--- src/rtl/mtm_alu_pkg.sv ---
// ---------------------------------------------------------------------------
// mtm_alu_pkg
// Shared definitions for the MTM ALU core: operation codes, control-word
// constants for idle and error frames, the result flag layout and the
// core FSM state encoding.
// ---------------------------------------------------------------------------
package mtm_alu_pkg;

    // Operation field carried in CTL[6:4] of a data frame.
    typedef enum logic [2:0] {
        OP_AND = 3'b000,
        OP_OR  = 3'b001,
        OP_ADD = 3'b100,
        OP_SUB = 3'b101
    } op_t;

    // Control words. Error frames are {1,D,C,O,D,C,O,parity}.
    localparam logic [7:0] CTL_IDLE = 8'hFF;
    localparam logic [7:0] ERR_DATA = 8'hC9;
    localparam logic [7:0] ERR_CRC  = 8'hA5;
    localparam logic [7:0] ERR_OP   = 8'h93;

    // Result flags, MSB first as they appear in CTL_out[6:3].
    typedef struct packed {
        logic carry;
        logic overflow;
        logic zero;
        logic negative;
    } flags_t;

    typedef enum logic [1:0] {
        ST_IDLE = 2'd0,
        ST_EXEC = 2'd1,
        ST_OUT  = 2'd2
    } state_t;

endpackage

--- src/rtl/mtm_alu_if.sv ---
// ---------------------------------------------------------------------------
// mtm_alu_if
// Bus between the deserializer/serializer side and the ALU core.
//   A, B      : 32-bit operands, all-ones when idle
//   CTL       : control word (0xFF idle, {0,OP,CRC4} data, bit7=1 error)
//   out_ready : serializer accepts the result
//   C         : result word
//   CTL_out   : {0,flags,CRC3} or an error frame
//   out_valid : result held for the serializer
//   drop_err  : sticky, a frame was lost while a result was pending
// master = deserializer/serializer side, slave = ALU core.
// ---------------------------------------------------------------------------
interface mtm_alu_if;
    logic [31:0] A;
    logic [31:0] B;
    logic [7:0]  CTL;
    logic        out_ready;
    logic [31:0] C;
    logic [7:0]  CTL_out;
    logic        out_valid;
    logic        drop_err;

    modport master (
        output A, B, CTL, out_ready,
        input  C, CTL_out, out_valid, drop_err
    );

    modport slave (
        input  A, B, CTL, out_ready,
        output C, CTL_out, out_valid, drop_err
    );
endinterface

--- src/rtl/mtm_alu_crc3.sv ---
// ---------------------------------------------------------------------------
// mtm_alu_crc3
// Combinational CRC3, polynomial x^3+x+1, initial value 000, data consumed
// MSB first.
//   data : 37-bit message {C, 1'b0, flags}
//   crc  : 3-bit remainder
// ---------------------------------------------------------------------------
module mtm_alu_crc3 (
    input  logic [36:0] data,
    output logic [2:0]  crc
);

    // stage[k] is the LFSR contents after k message bits have been shifted in.
    logic [37:0][2:0] stage;

    assign stage[0] = 3'b000;

    for (genvar gi = 0; gi < 37; gi++) begin : g_bit
        logic fb;
        assign fb           = stage[gi][2] ^ data[36-gi];
        assign stage[gi+1]  = {stage[gi][1], stage[gi][0] ^ fb, fb};
    end

    assign crc = stage[37];

endmodule

--- src/rtl/mtm_alu.sv ---
// ---------------------------------------------------------------------------
// mtm_alu_core
// Single-entry ALU stage between the frame deserializer and serializer.
// Inputs are registered once; a frame starts when the registered CTL leaves
// the idle value. The core latches the operands, computes for one cycle and
// holds the result until the serializer accepts it. Frames arriving while a
// result is in flight are dropped and flagged through a sticky drop_err.
//   clk   : rising-edge clock
//   rst_n : synchronous active-low reset
//   bus   : mtm_alu_if.slave (A, B, CTL, out_ready -> C, CTL_out,
//           out_valid, drop_err)
// ---------------------------------------------------------------------------
module mtm_alu_core (
    input  logic      clk,
    input  logic      rst_n,
    mtm_alu_if.slave  bus
);
    import mtm_alu_pkg::*;

    state_t      state_reg;

    // Input sample stage; frame-start detection looks at these.
    logic [31:0] a_s_reg;
    logic [31:0] b_s_reg;
    logic [7:0]  ctl_s_reg;
    logic [7:0]  prev_ctl_reg;

    // Operands latched for the frame being executed.
    logic [31:0] a_reg;
    logic [31:0] b_reg;
    logic [7:0]  ctl_reg;

    logic [31:0] c_reg;
    logic [7:0]  ctl_out_reg;
    logic        out_valid_reg;
    logic        drop_err_reg;

    logic        frame_start;
    op_t         op;
    logic [32:0] sum33;
    logic [31:0] alu_c;
    flags_t      flags;
    logic        op_err;
    logic [2:0]  crc;
    logic [31:0] c_next;
    logic [7:0]  ctl_out_next;

    assign frame_start = (ctl_s_reg != CTL_IDLE) && (prev_ctl_reg == CTL_IDLE);
    assign op          = op_t'(ctl_reg[6:4]);

    always_comb begin
        sum33  = '0;
        alu_c  = '0;
        flags  = '0;
        op_err = 1'b0;
        case (op)
            OP_AND: alu_c = b_reg & a_reg;
            OP_OR:  alu_c = b_reg | a_reg;
            OP_ADD: begin
                sum33          = {1'b0, b_reg} + {1'b0, a_reg};
                alu_c          = sum33[31:0];
                flags.carry    = sum33[32];
                // Same-sign operands producing a different-sign result.
                flags.overflow = (a_reg[31] == b_reg[31]) && (alu_c[31] != b_reg[31]);
            end
            OP_SUB: begin
                alu_c          = b_reg - a_reg;
                flags.carry    = (b_reg < a_reg);
                // B - A overflows when signs differ and the result flips B's sign.
                flags.overflow = (a_reg[31] != b_reg[31]) && (alu_c[31] != b_reg[31]);
            end
            default: op_err = 1'b1;
        endcase
        flags.zero     = (alu_c == 32'd0);
        flags.negative = alu_c[31];
    end

    mtm_alu_crc3 u_crc3 (
        .data ({alu_c, 1'b0, flags}),
        .crc  (crc)
    );

    // Upstream error frames pass through untouched and take priority over
    // the operation decode.
    always_comb begin
        c_next       = alu_c;
        ctl_out_next = {1'b0, flags, crc};
        if (ctl_reg[7]) begin
            c_next       = '0;
            ctl_out_next = ctl_reg;
        end else if (op_err) begin
            c_next       = '0;
            ctl_out_next = ERR_OP;
        end
    end

    always_ff @(posedge clk) begin
        if (!rst_n) begin
            state_reg     <= ST_IDLE;
            a_s_reg       <= '1;
            b_s_reg       <= '1;
            ctl_s_reg     <= CTL_IDLE;
            prev_ctl_reg  <= CTL_IDLE;
            a_reg         <= '1;
            b_reg         <= '1;
            ctl_reg       <= '1;
            c_reg         <= '0;
            ctl_out_reg   <= CTL_IDLE;
            out_valid_reg <= 1'b0;
            drop_err_reg  <= 1'b0;
        end else begin
            a_s_reg      <= bus.A;
            b_s_reg      <= bus.B;
            ctl_s_reg    <= bus.CTL;
            prev_ctl_reg <= ctl_s_reg;

            case (state_reg)
                ST_IDLE: begin
                    if (frame_start) begin
                        a_reg     <= a_s_reg;
                        b_reg     <= b_s_reg;
                        ctl_reg   <= ctl_s_reg;
                        state_reg <= ST_EXEC;
                    end
                end
                ST_EXEC: begin
                    c_reg         <= c_next;
                    ctl_out_reg   <= ctl_out_next;
                    out_valid_reg <= 1'b1;
                    state_reg     <= ST_OUT;
                    if (frame_start) begin
                        drop_err_reg <= 1'b1;
                    end
                end
                ST_OUT: begin
                    // Only one result slot: a start here is lost even if
                    // the current result is accepted in the same cycle.
                    if (frame_start) begin
                        drop_err_reg <= 1'b1;
                    end
                    if (bus.out_ready) begin
                        out_valid_reg <= 1'b0;
                        state_reg     <= ST_IDLE;
                    end
                end
                default: state_reg <= ST_IDLE;
            endcase
        end
    end

    assign bus.C         = c_reg;
    assign bus.CTL_out   = ctl_out_reg;
    assign bus.out_valid = out_valid_reg;
    assign bus.drop_err  = drop_err_reg;

endmodule
--- src/flat_wrapper.sv ---
// flat-port wrapper written by rule: the top's interface ports become plain ports
module mtm_alu_core_flat import mtm_alu_pkg::*;
  (clk, rst_n, bus_A, bus_B, bus_CTL, bus_out_ready, bus_C, bus_CTL_out, bus_out_valid, bus_drop_err);
  mtm_alu_if bus_i ();
  input  logic clk;
  input  logic rst_n;
  input wire logic [$bits(bus_i.A)-1:0] bus_A;
  input wire logic [$bits(bus_i.B)-1:0] bus_B;
  input wire logic [$bits(bus_i.CTL)-1:0] bus_CTL;
  input wire logic [$bits(bus_i.out_ready)-1:0] bus_out_ready;
  output wire logic [$bits(bus_i.C)-1:0] bus_C;
  output wire logic [$bits(bus_i.CTL_out)-1:0] bus_CTL_out;
  output wire logic [$bits(bus_i.out_valid)-1:0] bus_out_valid;
  output wire logic [$bits(bus_i.drop_err)-1:0] bus_drop_err;
  assign bus_i.A = bus_A;
  assign bus_i.B = bus_B;
  assign bus_i.CTL = bus_CTL;
  assign bus_i.out_ready = bus_out_ready;
  assign bus_C = bus_i.C;
  assign bus_CTL_out = bus_i.CTL_out;
  assign bus_out_valid = bus_i.out_valid;
  assign bus_drop_err = bus_i.drop_err;
  mtm_alu_core u_core (.clk(clk), .rst_n(rst_n), .bus(bus_i));
endmodule
--- config.mk ---
export PLATFORM = sky130hd
export DESIGN_NAME = mtm_alu_core_flat
export DESIGN_NICKNAME = d
export VERILOG_FILES = /design/src/rtl/mtm_alu_pkg.sv /design/src/rtl/mtm_alu_if.sv /design/src/rtl/mtm_alu_crc3.sv /design/src/rtl/mtm_alu.sv /design/src/flat_wrapper.sv
export SDC_FILE = /design/constraint.sdc
export NUM_CORES = 1
export LEC_CHECK = 0
export ABC_AREA = 1
export CORE_ASPECT_RATIO = 0.5
export CORE_MARGIN = 2
export CORE_UTILIZATION = 58
export DETAILED_ROUTE_END_ITERATION = 16
export HOLD_SLACK_MARGIN = 0.05
export PLACE_DENSITY = 0.86
export SYNTH_ARGS = -nofsm -noshare
export SYNTH_HDL_FRONTEND = slang
export SYNTH_HIERARCHICAL = 1
export SYNTH_SLANG_ARGS = --single-unit
--- constraint.sdc ---
create_clock -name clk -period 6.4 [get_ports clk]
set_clock_uncertainty 0.1 [all_clocks]
set_input_delay 0.96 -clock clk [delete_from_list [all_inputs] [get_ports clk]]
set_output_delay 0.96 -clock clk [all_outputs]
set_load 0.1 [all_outputs]
==> impl_metrics.toml, run 1 <==
[synthesis]
synth_edf_count = 0
avgSynthCellArea_um2 = 6.359
synth_top_area_share_pct = 26.73
ys.flop_type = "dfxtp_1"
async_flop_share_pct = 0
synth_area_leaders = "dfxtp_1, nand2_1, inv_1"
synthMostInstantiatedCell = "nand2_1"
synth_common_cells = "nand2_1, inv_1, dfxtp_1"
ys_types = 48
ys_seq_area_share_pct = 26.73
syn_area_mm2 = 0.01468
yosys_register_bits = 196
synthesis.instances = 2308
yosys.area.top_type = "dfxtp_1"
yosysWarnings = 6

[placed_design]
place_worst_setup_slack_ps = -142.4
place_hpwl_mm = 35.10
place_congestion = 1.102
place.port_buffers = 116
placed_area_mm2 = 0.01614

[drt]
routed_wl_mm = 50.97
drcViolationCount = 0
vias = 16020
wl_per_cell_um = 18.17
drt_iter0_markers = 2339
ant_nets = 0
viasPerCell = 5.709
dr.pass1.iters = 10

[finish]
fin_area_mm2 = 0.01842
layout-drive-gt1-share_pct = 26.74
fillers = 1923
diodes = 0
nets = 2636
area_growth_pct = 25.52

[floorplanning]
initial_core_util_pct = 58.63
die_width_um = 229.0
die_area_mm2 = 0.02667
core_area_mm2 = 0.02503
ios = 117
fp.dieH_um = 116.5
fp-row-count = 41

[timing]
rsz0062_at_grt = "yes"
fin_crit_sh_pct = 106.5
hold_viol_final = 0
setup_viol = 3
tightest_slew_ps = 1208
finalMaxSlewViolations = 0
fin_ws_ps = -413.8
layout_min_cycle_time_ps = 6814
fmax_mhz = 146.8
relSlewSlack_pct = 19.44

[critical_path]
crit_top_cell = "nand2_2"
cp.required_ps = 6620
crit_slowest_cell = "dfxtp_2"
start_kind = "flip-flop"
arrival_ps = 7040
worstSetupPathType = "flip-flop to flip-flop"
r2r_cells = 65
critPathMaxFanout = 8
critPathCaptureType = "flip-flop"
max_stage_delay_ps = 350

[worst_hold_path]
hp-class = "flip-flop to flip-flop"
hold_path_depth = 2

[clock_tree]
cts_tree = "yes"
cts_made_buffers = 17
cts-root-buf = "clkbuf_16"
h-tree-depth = 4
clkSinkCount = 196
clock_latency_ps = 460
clockBufferDepth = 2
clk_pin_slew_ps = 70

[global_routing]
grt_pass1_vias = 13440
antenna_found_initial = 2
grt_start_max_net_pins = 88
grt_pass1_wl_mm = 69.81
grt-ovfl-total = 0
grtUsageTotal_pct = 33.65

[job]
max_cap_viol_count = 0

[status]
status = "finished, violations left"
violations = "negative setup slack"
## worst paths after layout
check,startpoint,to,slack [ps]
setup / recovery,u_core/b_reg[18]$_SDFFE_PN1P_,u_core/bus.CTL_out[0]$_SDFFE_PN1P_,-410
hold / removal,u_core/a_s_reg[14]$_SDFF_PN1_,u_core/a_reg[14]$_SDFFE_PN1P_,340
setup reg to reg,u_core/b_reg[18]$_SDFFE_PN1P_,u_core/bus.CTL_out[0]$_SDFFE_PN1P_,-410
hold reg to reg,u_core/a_s_reg[14]$_SDFF_PN1_,u_core/a_reg[14]$_SDFFE_PN1P_,340
## through the flow
step / instances / util, % / setup TNS (ps) / hold WS, ps
final: 2805 / 73.59 / -1024 / 344.6
after global routing: 2805 / 73.59 / -2214 / 366.4
after CTS: 2761 / 67.33 / 0 / 353.7
after detailed placement: 2731 / 64.45 / -243.0 / 334.4
after global placement: 2731 / 64.45 / 0 / 326.8
after floorplan: 2309 / - / 0 / 303.0
## worst max-delay path: cells and delay by family, from the launching register on
family	cells	cell delay, ps
adder cells (fa/ha/maj)	1	340
flip-flops	1	350
AO/OA/AOI/OAI	1	90
buffers and inverters	9	750
AND/OR/NAND/NOR	54	5030
## area by class of cell
type / instances / area [um^2] / area share (%)
sequential: 196 / 3979 / 21.60
inverter: 391 / 1484 / 8.055
multi-input combinational: 1641 / 10090 / 54.79
timing repair buffer: 203 / 1846 / 10.02
clock inverter: 12 / 150.1 / 0.8150
clock buffer: 18 / 439.2 / 2.384
tap: 344 / 430.4 / 2.336
## cells in the final DEF (no fill, tap or decap), drive strengths merged, types with 2 or more instances in the layout
master         instances
a31oi                  2
ha                   109
nand2                795
dfxtp                196
o22ai                 23
nand3b                24
o21ai                 27
clkbuf                19
nand3                212
bufinv                 2
clkinvlp               2
clkdlybuf4s50        115
buf                   87
fa                     2
clkinv                 8
nor4                   3
and2                   4
o211ai                69
nand4                 16
nor3                   9
xor2                   3
o21bai                 8
and3                   2
a21oi                 89
inv                  391
nor2                 159
or2                   76
a221oi                 2
conb                   2
o221ai                 2
## routing by layer
metal	vias up	GRT usage, %	part of all wire, %
met5	-	0	0.026
met4	2	7.013	2.9
met3	171	12.94	14
met2	1035	48.83	41
met1	7346	47.27	42
li1	7461	-	-
## cells by family after synthesis
| group | after synthesis | share of synthesized area [%] |
|---|---|---|
| buf+inv | 472 | 13.29 |
| simple gates | 1300 | 40.55 |
| flops | 196 | 26.73 |
| compound gates | 224 | 9.600 |
| fa+ha+maj | 111 | 9.565 |
| xor+xnor | 4 | 0.2387 |
| other cells | 1 | 0.02555 |
## what timing repair did
item / 4_1_cts / 5_1_grt
pin swaps: 3 / 126
hold buffers: 0 / 0
gates resized for setup: 37 / 373
endpoints found under the setup margin: 3 / 3
hold endpoints to repair: 0 / 0
setup buffers: 0 / 44
Power of run 1 is not shown: default switching activity piles up to over one toggle a cycle in this logic, so the estimate is an artifact.
==> run 2, diff against run 1 <==
--- a/config.mk
+++ b/config.mk
@@ -9,9 +9,10 @@
 export CORE_ASPECT_RATIO = 0.5
 export CORE_MARGIN = 2
 export CORE_UTILIZATION = 58
+export CTS_BUF_LIST = sky130_fd_sc_hd__clkbuf_2
 export DETAILED_ROUTE_END_ITERATION = 16
 export HOLD_SLACK_MARGIN = 0.05
-export PLACE_DENSITY = 0.86
+export PLACE_DENSITY = 0.81
 export SYNTH_ARGS = -nofsm -noshare
 export SYNTH_HDL_FRONTEND = slang
 export SYNTH_HIERARCHICAL = 1
==> impl_metrics.toml, run 2 (synthesized netlist as in run 1, its figures left out) <==
[timing]
hold_slack_ps = 354.2
tightest_slew_ps = 999.7
fin_ws_ps = -103.9
layout_min_cycle_time_ps = 6504
setup_viol = 2
finalMaxSlewViolations = 0
fmax_mhz = 153.8
rsz0062_at_grt = "yes"
fin_crit_sh_pct = 101.6
hold_viol_final = 0
relSlewSlack_pct = 33.15

[global_routing]
grt_pass1_wl_mm = 70.30
grt_start_max_net_pins = 88
grt_pass1_vias = 13190
grt-ovfl-total = 0
grtUsageTotal_pct = 34.15
antenna_found_initial = 2

[job]
max_cap_viol_count = 0

[finish]
fin_area_mm2 = 0.01842
final_cell_mix = "nand2_1, inv_1, nand3_1, buf_4, nand2_2"
final_common_cell = "nand2_1"
fillers = 2059
area_growth_pct = 25.49
final_cells = 2877
nets = 2705
layout-drive-gt1-share_pct = 26.97

[clock_tree]
clkSinkCount = 196
clock_latency_ps = 910
cts_tree = "yes"
clockBufferDepth = 2
cts_made_buffers = 17
cts-root-buf = "clkbuf_2"
clk_pin_slew_ps = 340
h-tree-depth = 4

[placed_design]
placed_area_mm2 = 0.01673
placed_cells = 2810
place_congestion = 1.054
place_hpwl_mm = 37.41
place.port_buffers = 116

[floorplanning]
core_area_mm2 = 0.02503
ios = 117
fp.dieH_um = 116.5
die_width_um = 229.0
fp-row-count = 41
die_area_mm2 = 0.02667
initial_core_util_pct = 58.63

[critical_path]
cp.required_ps = 7060
max_stage_delay_ps = 430
critPathMaxFanout = 5
critPathCaptureType = "flip-flop"
start_kind = "flip-flop"
crit_slowest_cell = "dfxtp_2"
arrival_ps = 7160
worstSetupPathType = "flip-flop to flip-flop"
crit_top_cell = "nand2_2"

[drt]
wl_per_cell_um = 16.90
drcViolationCount = 0
drt_iter0_markers = 1887
viasPerCell = 5.433
vias = 15630
routed_wl_mm = 48.61
dr.pass1.iters = 6
ant_nets = 0

[status]
status = "finished, violations left"
violations = "negative setup slack"

[worst_hold_path]
hp-class = "flip-flop to flip-flop"
## run 2: cell count changes in the layout (fill, tap and decap cells not counted), moves of 17 or more
cell	delta
clkbuf_16	-17
buf_4	+71
dfxtp_2	+18
inv_1	+31
clkbuf_2	+17
inv_2	-29
## run 2: repair_timing
item	4_1_cts	5_1_grt
gates resized for setup	57	273
buffers inserted	1	33
hold buffers	0	0
pin swaps	3	73
setup endpoints to repair	3	3
## run 2: final timing paths
| kind | slack [ps] | from | cells past startpoint | end |
|---|---|---|---|---|
| setup reg to reg | -100 | u_core/a_reg[0]$_SDFFE_PN1P_ | 61 | u_core/bus.CTL_out[1]$_SDFFE_PN1P_ |
| setup / recovery | -100 | u_core/a_reg[0]$_SDFFE_PN1P_ | 61 | u_core/bus.CTL_out[1]$_SDFFE_PN1P_ |
| hold reg to reg | 350 | u_core/a_s_reg[7]$_SDFF_PN1_ | 2 | u_core/a_reg[7]$_SDFFE_PN1P_ |
| hold / removal | 350 | u_core/a_s_reg[7]$_SDFF_PN1_ | 2 | u_core/a_reg[7]$_SDFFE_PN1P_ |
## run 2: through the flow
stage	setup slack (ps)	TNS, ps	util (%)
3_3_place_gp	-21.60	-21.60	66.82
4_1_cts	0.7980	0	68.81
2_1_floorplan	646.6	0	-
5_1_grt	-571.0	-1461	73.57
6_report	-103.9	-179.8	73.57
3_5_place_dp	-218.9	-420.9	66.82
## run 2: cell type report
cell class,count,area [um^2],share of cell area (%)
Sequential cell,196,3990,21.66
Multi-Input combinational cell,1641,9842,53.44
Timing Repair Buffer,272,2360,12.81
Antenna cell,1,2.502,0.01359
Clock inverter,15,231.5,1.257
Inverter,391,1476,8.016
Tap cell,344,430.4,2.337
Clock buffer,17,85.08,0.4620
## run 2: metal layers
metal | share of wire, % | track usage (%) | vias to the layer above
met1 | 46 | 51.31 | 7180
met3 | 14 | 13.04 | 53
met2 | 38 | 45.90 | 797
met5 | 0 | 0 | -
met4 | 1.1 | 5.411 | 0
li1 | - | - | 7600
## run 2: worst max-delay path, delay by kind of cell, from the launching register on
family                     cells  cell delay (ps)
adders and majority gates      2              530
DFF                            1              430
buffers and inverters          7              380
AOI/OAI and AO/OA              1               90
xor gates and xnor gates       1              220
and+or+nand+nor               50             4670
Power of run 2 is left out for the same reason.
